### src/rtl/memaccess_pkg.sv
// Shared types and defaults for the LC3 MemAccess stage.
// Latency: n/a (declarations only).
// Backpressure: n/a.
package memaccess_pkg;

    localparam int AW_DEF = 16;
    localparam int DW_DEF = 16;

    // Access kind requested by the Controller each cycle.
    typedef enum logic [1:0] {
        MEM_IND  = 2'b00,   // indirect pointer fetch
        MEM_RD   = 2'b01,   // data read
        MEM_WR   = 2'b10,   // data write
        MEM_IDLE = 2'b11    // no access
    } mem_state_e;

    // Stage FSM; WAIT is only reachable in the wait-state build.
    typedef enum logic [1:0] {
        IDLE      = 2'b00,
        PTR_VALID = 2'b01,
        WAIT      = 2'b10
    } fsm_state_e;

endpackage

### src/rtl/lc3_memaccess_ptr_reg.sv
// Holds the indirect pointer fetched by an LDI/STI pointer-fetch cycle.
// Latency: 1 cycle from load to ptr_q.
// Backpressure: none; the owning FSM decides when to load and when the pointer counts as valid.
module lc3_memaccess_ptr_reg
    import memaccess_pkg::*;
#(
    parameter int AW = AW_DEF
) (
    input  logic          clock,
    input  logic          reset,
    input  logic          load,
    input  logic [AW-1:0] ptr_d,
    output logic [AW-1:0] ptr_q
);

    // Capture a new pointer on every fetch; a reset discards it.
    always_ff @(posedge clock) begin
        if (reset) begin
            ptr_q <= '0;
        end else if (load) begin
            ptr_q <= ptr_d;
        end
    end

endmodule

### src/rtl/lc3_memaccess_stage.sv
// LC3 MemAccess stage: sequences direct and indirect loads/stores onto the data memory port.
// Latency: memory port combinational (0 cycles); memout registered (1 cycle).
// Backpressure: none by default; with LC3_MEMACC_WAIT_EN defined, DMem_ready=0 parks the access in WAIT and raises mem_stall.
module lc3_memaccess_stage
    import memaccess_pkg::*;
#(
    parameter int AW = AW_DEF,
    parameter int DW = DW_DEF
) (
    input  logic          clock,
    input  logic          reset,
    input  logic [AW-1:0] M_Addr,
    input  logic [DW-1:0] M_Data,
    input  logic          M_Control,
    input  logic [1:0]    mem_state,
    input  logic [DW-1:0] DMem_dout,
`ifdef LC3_MEMACC_WAIT_EN
    input  logic          DMem_ready,
`endif
    output logic [AW-1:0] DMem_addr,
    output logic [DW-1:0] DMem_din,
    output logic          DMem_rd,
    output logic [DW-1:0] memout,
    output logic          ind_err,
    output logic          mem_stall
);

    mem_state_e    ms;
    fsm_state_e    state_q, state_d;
    logic [AW-1:0] ptr_q, ptr_d;
    logic          ptr_ld, mem_ld, ind_set, use_ptr;

    assign ms    = mem_state_e'(mem_state);
    assign ptr_d = AW'(DMem_dout);

    lc3_memaccess_ptr_reg #(.AW(AW)) u_ptr_reg (
        .clock (clock),
        .reset (reset),
        .load  (ptr_ld),
        .ptr_d (ptr_d),
        .ptr_q (ptr_q)
    );

`ifdef LC3_MEMACC_WAIT_EN
    // Snapshot of the stalled access so the port stays stable while memory is busy.
    logic [AW-1:0] addr_q;
    logic [DW-1:0] din_q;
    logic          rd_q, ind_q, save;
    mem_state_e    ms_q;
    fsm_state_e    ret_q;

    // Record the access at the cycle it first stalls.
    always_ff @(posedge clock) begin
        if (reset) begin
            addr_q <= '0;
            din_q  <= '0;
            rd_q   <= 1'b1;
            ind_q  <= 1'b0;
            ms_q   <= MEM_IDLE;
            ret_q  <= IDLE;
        end else if (save) begin
            addr_q <= DMem_addr;
            din_q  <= DMem_din;
            rd_q   <= DMem_rd;
            ind_q  <= M_Control;
            ms_q   <= ms;
            ret_q  <= state_q;
        end
    end
`endif

    // Next-state, port mux and capture enables.
    always_comb begin
        state_d   = state_q;
        ptr_ld    = 1'b0;
        mem_ld    = 1'b0;
        ind_set   = 1'b0;
        mem_stall = 1'b0;
        use_ptr   = ((ms == MEM_RD) || (ms == MEM_WR)) && M_Control && (state_q == PTR_VALID);
        DMem_addr = use_ptr ? ptr_q : M_Addr;
        DMem_din  = M_Data;
        DMem_rd   = (ms != MEM_WR);

        case (ms)
            MEM_IND: begin
                ptr_ld  = 1'b1;
                state_d = PTR_VALID;
            end
            MEM_RD, MEM_WR: begin
                mem_ld = (ms == MEM_RD);
                if (M_Control) begin
                    // An indirect access consumes the pointer whether or not one was there.
                    ind_set = (state_q != PTR_VALID);
                    state_d = IDLE;
                end
            end
            default: ;
        endcase

`ifdef LC3_MEMACC_WAIT_EN
        save = 1'b0;
        if (state_q == WAIT) begin
            // mem_state is ignored here; the stored access drives everything.
            DMem_addr = addr_q;
            DMem_din  = din_q;
            DMem_rd   = rd_q;
            ptr_ld    = 1'b0;
            mem_ld    = 1'b0;
            ind_set   = 1'b0;
            state_d   = WAIT;
            mem_stall = !DMem_ready;
            if (DMem_ready) begin
                case (ms_q)
                    MEM_IND: begin
                        ptr_ld  = 1'b1;
                        state_d = PTR_VALID;
                    end
                    MEM_RD: begin
                        mem_ld  = 1'b1;
                        state_d = ind_q ? IDLE : ret_q;
                    end
                    default: state_d = ind_q ? IDLE : ret_q;
                endcase
            end
        end else if ((ms != MEM_IDLE) && !DMem_ready) begin
            // Error flag is still raised at issue; only the capture is deferred.
            state_d   = WAIT;
            ptr_ld    = 1'b0;
            mem_ld    = 1'b0;
            save      = 1'b1;
            mem_stall = 1'b1;
        end
`endif

        // Never let a write strobe escape while reset is held.
        if (reset) begin
            DMem_addr = M_Addr;
            DMem_rd   = 1'b1;
            mem_stall = 1'b0;
        end
    end

    // FSM state, load result and sticky indirect error.
    always_ff @(posedge clock) begin
        if (reset) begin
            state_q <= IDLE;
            memout  <= '0;
            ind_err <= 1'b0;
        end else begin
            state_q <= state_d;
            if (mem_ld) begin
                memout <= DMem_dout;
            end
            if (ind_set) begin
                ind_err <= 1'b1;
            end
        end
    end

endmodule
### config.mk
export PLATFORM = sky130hd
export DESIGN_NAME = lc3_memaccess_stage
export DESIGN_NICKNAME = d
export VERILOG_FILES = /design/src/rtl/memaccess_pkg.sv /design/src/rtl/lc3_memaccess_ptr_reg.sv /design/src/rtl/lc3_memaccess_stage.sv
export SDC_FILE = /design/constraint.sdc
export NUM_CORES = 1
export LEC_CHECK = 0
export ABC_AREA = 1
export CORE_ASPECT_RATIO = 0.75
export CORE_UTILIZATION = 37
export CTS_CLUSTER_DIAMETER = 40
export DETAILED_ROUTE_END_ITERATION = 7
export PLACE_DENSITY = 0.8
export SYNTH_ARGS = -nofsm -noshare
export SYNTH_HDL_FRONTEND = slang
export SYNTH_HIERARCHICAL = 1
export SYNTH_SLANG_ARGS = --single-unit
### constraint.sdc
create_clock -name clock -period 1.3 [get_ports clock]
set_clock_uncertainty 0.1 [all_clocks]
set_input_delay 0.13 -clock clock [delete_from_list [all_inputs] [get_ports clock]]
set_output_delay 0.13 -clock clock [all_outputs]
set_load 0.05 [all_outputs]
[Yosys cells after proc, flatten, opt, wreduce, memory -nomap -nowiden]
Cells that the tools add are included.
Cells by class
  $add $sub $neg: 0
  multipliers: 0
  divide/modulo/power cells: 0
  magnitude comparators: 0
  eq/ne operators: 6
  shifts and indexed selects: 0
  muxes and demuxes: 9
  bitwise logic cells: 0
  reductions and logical operators: 7
Operators with widths (count)
  $mux 16: 2
  $mux 1: 5
  $eq 2x1->1 const B: 2
  $ne 2x2->1 const B: 2
  $pmux 2 s2: 1
  $eq 2x2->1 const B: 1
  $logic_and 1x1->1: 2
  $logic_not 2->1: 1
  $mux 2: 1
  $ne 2x1->1 const B: 1
  $reduce_and 2->1: 1
  $reduce_bool 2->1: 1
  $reduce_or 2->1: 1
  $logic_or 1x1->1: 1
Word-level totals
  bits in registers: 35
  bits in latches: 0
  RAM bits: 0
  bits in read-only memories: 0
  input port bits: 53
  output and inout port bits: 51
  word-level logic and storage cells: 26
  memories: 0

[Longest topological paths before layout]
  word-level depth: 6
  depth in mapped cells: 8
  mapped depth without buffers: 7

[By module]
Netlist, hierarchy kept.
By module, submodules not included
  lc3_memaccess_stage: times used 1, cells an instance 158, area each 1061.0 µm², seq. area each 360.3 µm²
  lc3_memaccess_ptr_reg: times used 1, cells an instance 101, area each 670.6 µm², seq. area each 320.3 µm²

[Least setup slack after synthesis]
No wires, ideal clock.
  path kind: in2out
  start point: input port mem_state[0]
  end point: output port DMem_addr[4]
  arrival: 1.284 ns
  required time: 1.070 ns
  slack: -0.214 ns
  stages: 7
  buffers on the path: 1
  path through: inv_1 > ha_1 > nand2_1 > inv_2 > buf_2 > nand3_1 > nand2_1
On the way
  cells in the longest elaborated chain, start to end: 6
RTL lines
  from (decl): RTL line lc3_memaccess_stage.sv:15  | input logic [1:0] mem_state,
  $eq 2x1->1 / $eq 2x2->1 (equally long branches): RTL line lc3_memaccess_stage.sv:79  | use_ptr = ((ms == MEM_RD) || (ms == MEM_WR)) && M_Control && (state_q == PTR_VALID);
  $logic_or 1x1->1 *: RTL line lc3_memaccess_stage.sv:79
  $logic_and 1x1->1 * (2 in series): RTL line lc3_memaccess_stage.sv:79
  $mux 16 *: RTL line lc3_memaccess_stage.sv:80  | DMem_addr = use_ptr ? ptr_q : M_Addr;
  $mux 16 *: RTL line lc3_memaccess_stage.sv:136  | if (reset) begin
  to (decl): RTL line lc3_memaccess_stage.sv:20  | output logic [AW-1:0] DMem_addr,
Mark *: on every way between the ends. The rest lies on a longest branch, timed or not.

[Worst setup path after layout]
  start point: register state_q[0]
  end point: output port DMem_addr[7]
On the way
  cells in the longest elaborated chain, start to end: 4
RTL lines
  from (decl): RTL line lc3_memaccess_stage.sv:29  | fsm_state_e state_q, state_d;
  from (signal assigned): RTL line lc3_memaccess_stage.sv:150  | state_q <= state_d;
  $eq 2x1->1: RTL line lc3_memaccess_stage.sv:79
  $logic_and 1x1->1: RTL line lc3_memaccess_stage.sv:79
  $mux 16: RTL line lc3_memaccess_stage.sv:80
  $mux 16: RTL line lc3_memaccess_stage.sv:136
Every way passes these cells.

==> results.sh <==
export IMPL_status="finished, violations left"
export IMPL_violations="setup timing"
export IMPL_track_usage_pct=20.06
export IMPL_reg2reg_slack_ns=0.37
export IMPL_r2r_cells=5
export IMPL_gp_congestion=0.8050
export IMPL_dieArea_sq_um=4961
export IMPL_ir_worst_vdd_mv=0.6014
export IMPL_root_buffer="clkbuf_8"
export IMPL_clk_latency_ns=0.28
export IMPL_synthCells=259
export IMPL_ys_ff_latch=34
export IMPL_synth_nets=315
export IMPL_final_nets=387
export IMPL_intPower_uw=1978
export IMPL_synth_fa_ha_area_share_pct=2.168
export IMPL_fmax_mhz=645.6
export IMPL_pwr_share_comb_pct=34.9
export IMPL_antenna_cells=0
export IMPL_synth_compound_area_share_pct=4.913
export IMPL_synth_xor_area_share_pct=0
export IMPL_p_leak_uw=0.001455
export IMPL_yosysTopAreaCell="dfxtp_1"
export IMPL_worst_setup_path_start_kind="register"
export IMPL_fin_util_pct=70.90
export IMPL_tritoncts="built"
export IMPL_synthDominantCellAreaShare_pct=39.31
export IMPL_num_io_pins=104
export IMPL_first_pass_iters=4
export IMPL_grt_start_max_net_pins=19
export IMPL_power_uw=2915
export IMPL_detail_route_antenna_nets=0
export IMPL_synth_top_family_by_area="simple AND/OR/NAND/NOR gates"
export IMPL_synth_area_leaders="dfxtp_1 39%, nand2_1 15%, nor2_1 14%"
export IMPL_arrival_ns=1.32
export IMPL_yosysUniqueCellTypes=18
export IMPL_crit_fanout=16
export IMPL_worstSetupPathType="reg2out"
export IMPL_cts_buffer_depth=2
export IMPL_power_share_clock_pct=24.6
export IMPL_p_per_area_nw_per_um2=920.6
export IMPL_crit_reg2reg_launch="state_q[0]$_SDFFE_PP0P_"
export IMPL_h_tree_depth=2
export IMPL_dpl_hpwl_microns=3411
export IMPL_drv_cap=0
export IMPL_finalCriticalPeriod_ns=1.549
export IMPL_power_switching_share_pct=32.16
export IMPL_core_sq_um=4467
export IMPL_fin_crit_sh_pct=119.2
export IMPL_synth_simple_gate_area_share_pct=36.05
export IMPL_finalHoldViolCount=0
export IMPL_die_w_microns=81.00
export IMPL_p_seq_share_pct=40.5
export IMPL_power_switching_uw=937.6
export IMPL_die_y_microns=61.25
export IMPL_crit_end="DMem_addr[7]"
export IMPL_finalSetupTns_ns=-3.460
export IMPL_cts_buffers=5
export IMPL_port_buffers=70
export IMPL_vias=1721
export IMPL_gr_total_overflow=0
export IMPL_crit_path_start="state_q[0]$_SDFFE_PP0P_"
export IMPL_clk_pin_slew_worst_paths_ns=0.07
export IMPL_drive_gt1_share_pct=34.44
export IMPL_min_path_type="in2out"
export IMPL_grt_pass1_vias=1651
export IMPL_routed_wl_microns=4689
export IMPL_worstPathRequired_ns=1.07
export IMPL_cts_sinks=34
export IMPL_drv_slew=0
export IMPL_row_count=21
export IMPL_setup_viol=16
export IMPL_r2r_end="state_q[0]$_SDFFE_PP0P_"
export IMPL_drc=0
export IMPL_syn2layout_area_growth_pct=82.88
export IMPL_min_path_cells=0
export IMPL_wl_per_cell_microns=12.09
export IMPL_synth_mux_area_share_pct=0
export IMPL_end_kind="output port"
export IMPL_antenna_found_initial=0
export IMPL_drt_initial_drc_count=86
export IMPL_fill_cells=343
export IMPL_avgSynthCellArea_sq_um=6.686
export IMPL_netlist_area_sq_um=1732
export IMPL_whs_ns=0.1600
export IMPL_synth_seq_area_share_pct=39.31
export IMPL_initial_core_util_pct=38.77
export IMPL_holdBufCountCts=0
export IMPL_grt_first_pass_wirelength_microns=7465
export IMPL_fin_ws_ns=-0.2490
export IMPL_rsz0062_at_grt="true"
export IMPL_synth_warnings=6
export IMPL_routed_via_density=4.436
cells in the final DEF, fill, tap and decap left out, drive strengths merged:
cell and n:
dlygate4sd2 2, nand2 70, ha 3, buf 58, nor2 66, clkinv 2, clkbuf 5, clkdlybuf4s50 32
a21oi 1, conb 1, dfxtp 34, o21ai 16, inv 24, nand3 17
state kept, by name, summed over array words and instances, names as in the netlist:
register	flops
memout	16
state_q	1
u_ptr_reg/ptr_q	16
ind_err	1
cells in the mapped netlist (all sizes together):
cell type,n
a21oi,1
inv,24
o21ai,16
nor2,66
nand2,70
nand3,17
buf,26
dfxtp,34
clkbuf,1
ha,3
conb,1
worst min-delay path by stage:
stage                     from                    to  slack, ns
floorplan                reset  ind_err$_SDFFE_PP0P_        0.1
global placement    M_Data[13]          DMem_din[13]       0.16
detailed placement  M_Data[13]          DMem_din[13]       0.16
CTS                 M_Data[13]          DMem_din[13]       0.16
global route        M_Data[11]          DMem_din[11]       0.16
finish              M_Data[12]          DMem_din[12]       0.16
metal layers:
layer | vias up | global-route usage, % | wire length (microns)
met1 | 741 | 25.89 | 2228
met3 | 6 | 6.963 | 356
li1 | 911 | - | -
met4 | 0 | 4.847 | 55
met2 | 63 | 32.53 | 2049
met5 | - | 0 | 0
critical path, stage by stage, from the launching register on:
cell     delay, ns
dfxtp_2       0.34
inv_4         0.05
nor2_8        0.16
nand2_8       0.13
nand2_1       0.15
nand2_4       0.07
buf_12        0.14
through the flow:
stage,cells,setup slack (ns),cell area [sq um]
floorplan,259,-0.03044,1824
global placement,376,-0.5716,2889
detailed placement,376,-0.6326,2889
CTS,386,-0.2569,3149
global route,388,-0.3317,3167
finish,388,-0.2490,3167
power by group through the flow:
stage	Combinational (uW)	Sequential (uW)	Clock, uW
after floorplan	485	1290	0
after global placement	940	1190	0
after detailed placement	953	1190	0
after CTS	1010	1180	730
after global routing	1080	1190	769
final	1020	1180	716
kinds of logic after synthesis:
logic type | Yosys count
AO/OA/AOI/OAI | 17
buffers and inverters | 51
adder cells (fa/ha/maj) | 3
flip-flops | 34
AND/OR/NAND/NOR | 153
other | 1
layout make-up:
cell class / count / area [sq um] / share of cell area [%]
Timing Repair Buffer: 92 / 1267 / 40.02
Multi-Input combinational cell: 174 / 967.2 / 30.54
Sequential cell: 34 / 681.9 / 21.53
Inverter: 24 / 100.1 / 3.161
Tap cell: 57 / 71.32 / 2.252
Clock buffer: 5 / 68.82 / 2.173
Clock inverter: 2 / 10.01 / 0.3161
timing repair:
item / in CTS / in global routing
pin swaps: 3 / 3
gates cloned: 1 / 0
gates resized for setup: 40 / 6
buffers inserted: 2 / 2
setup endpoints to repair: 33 / 16
Note: power is estimated with default switching activity, not from simulation.
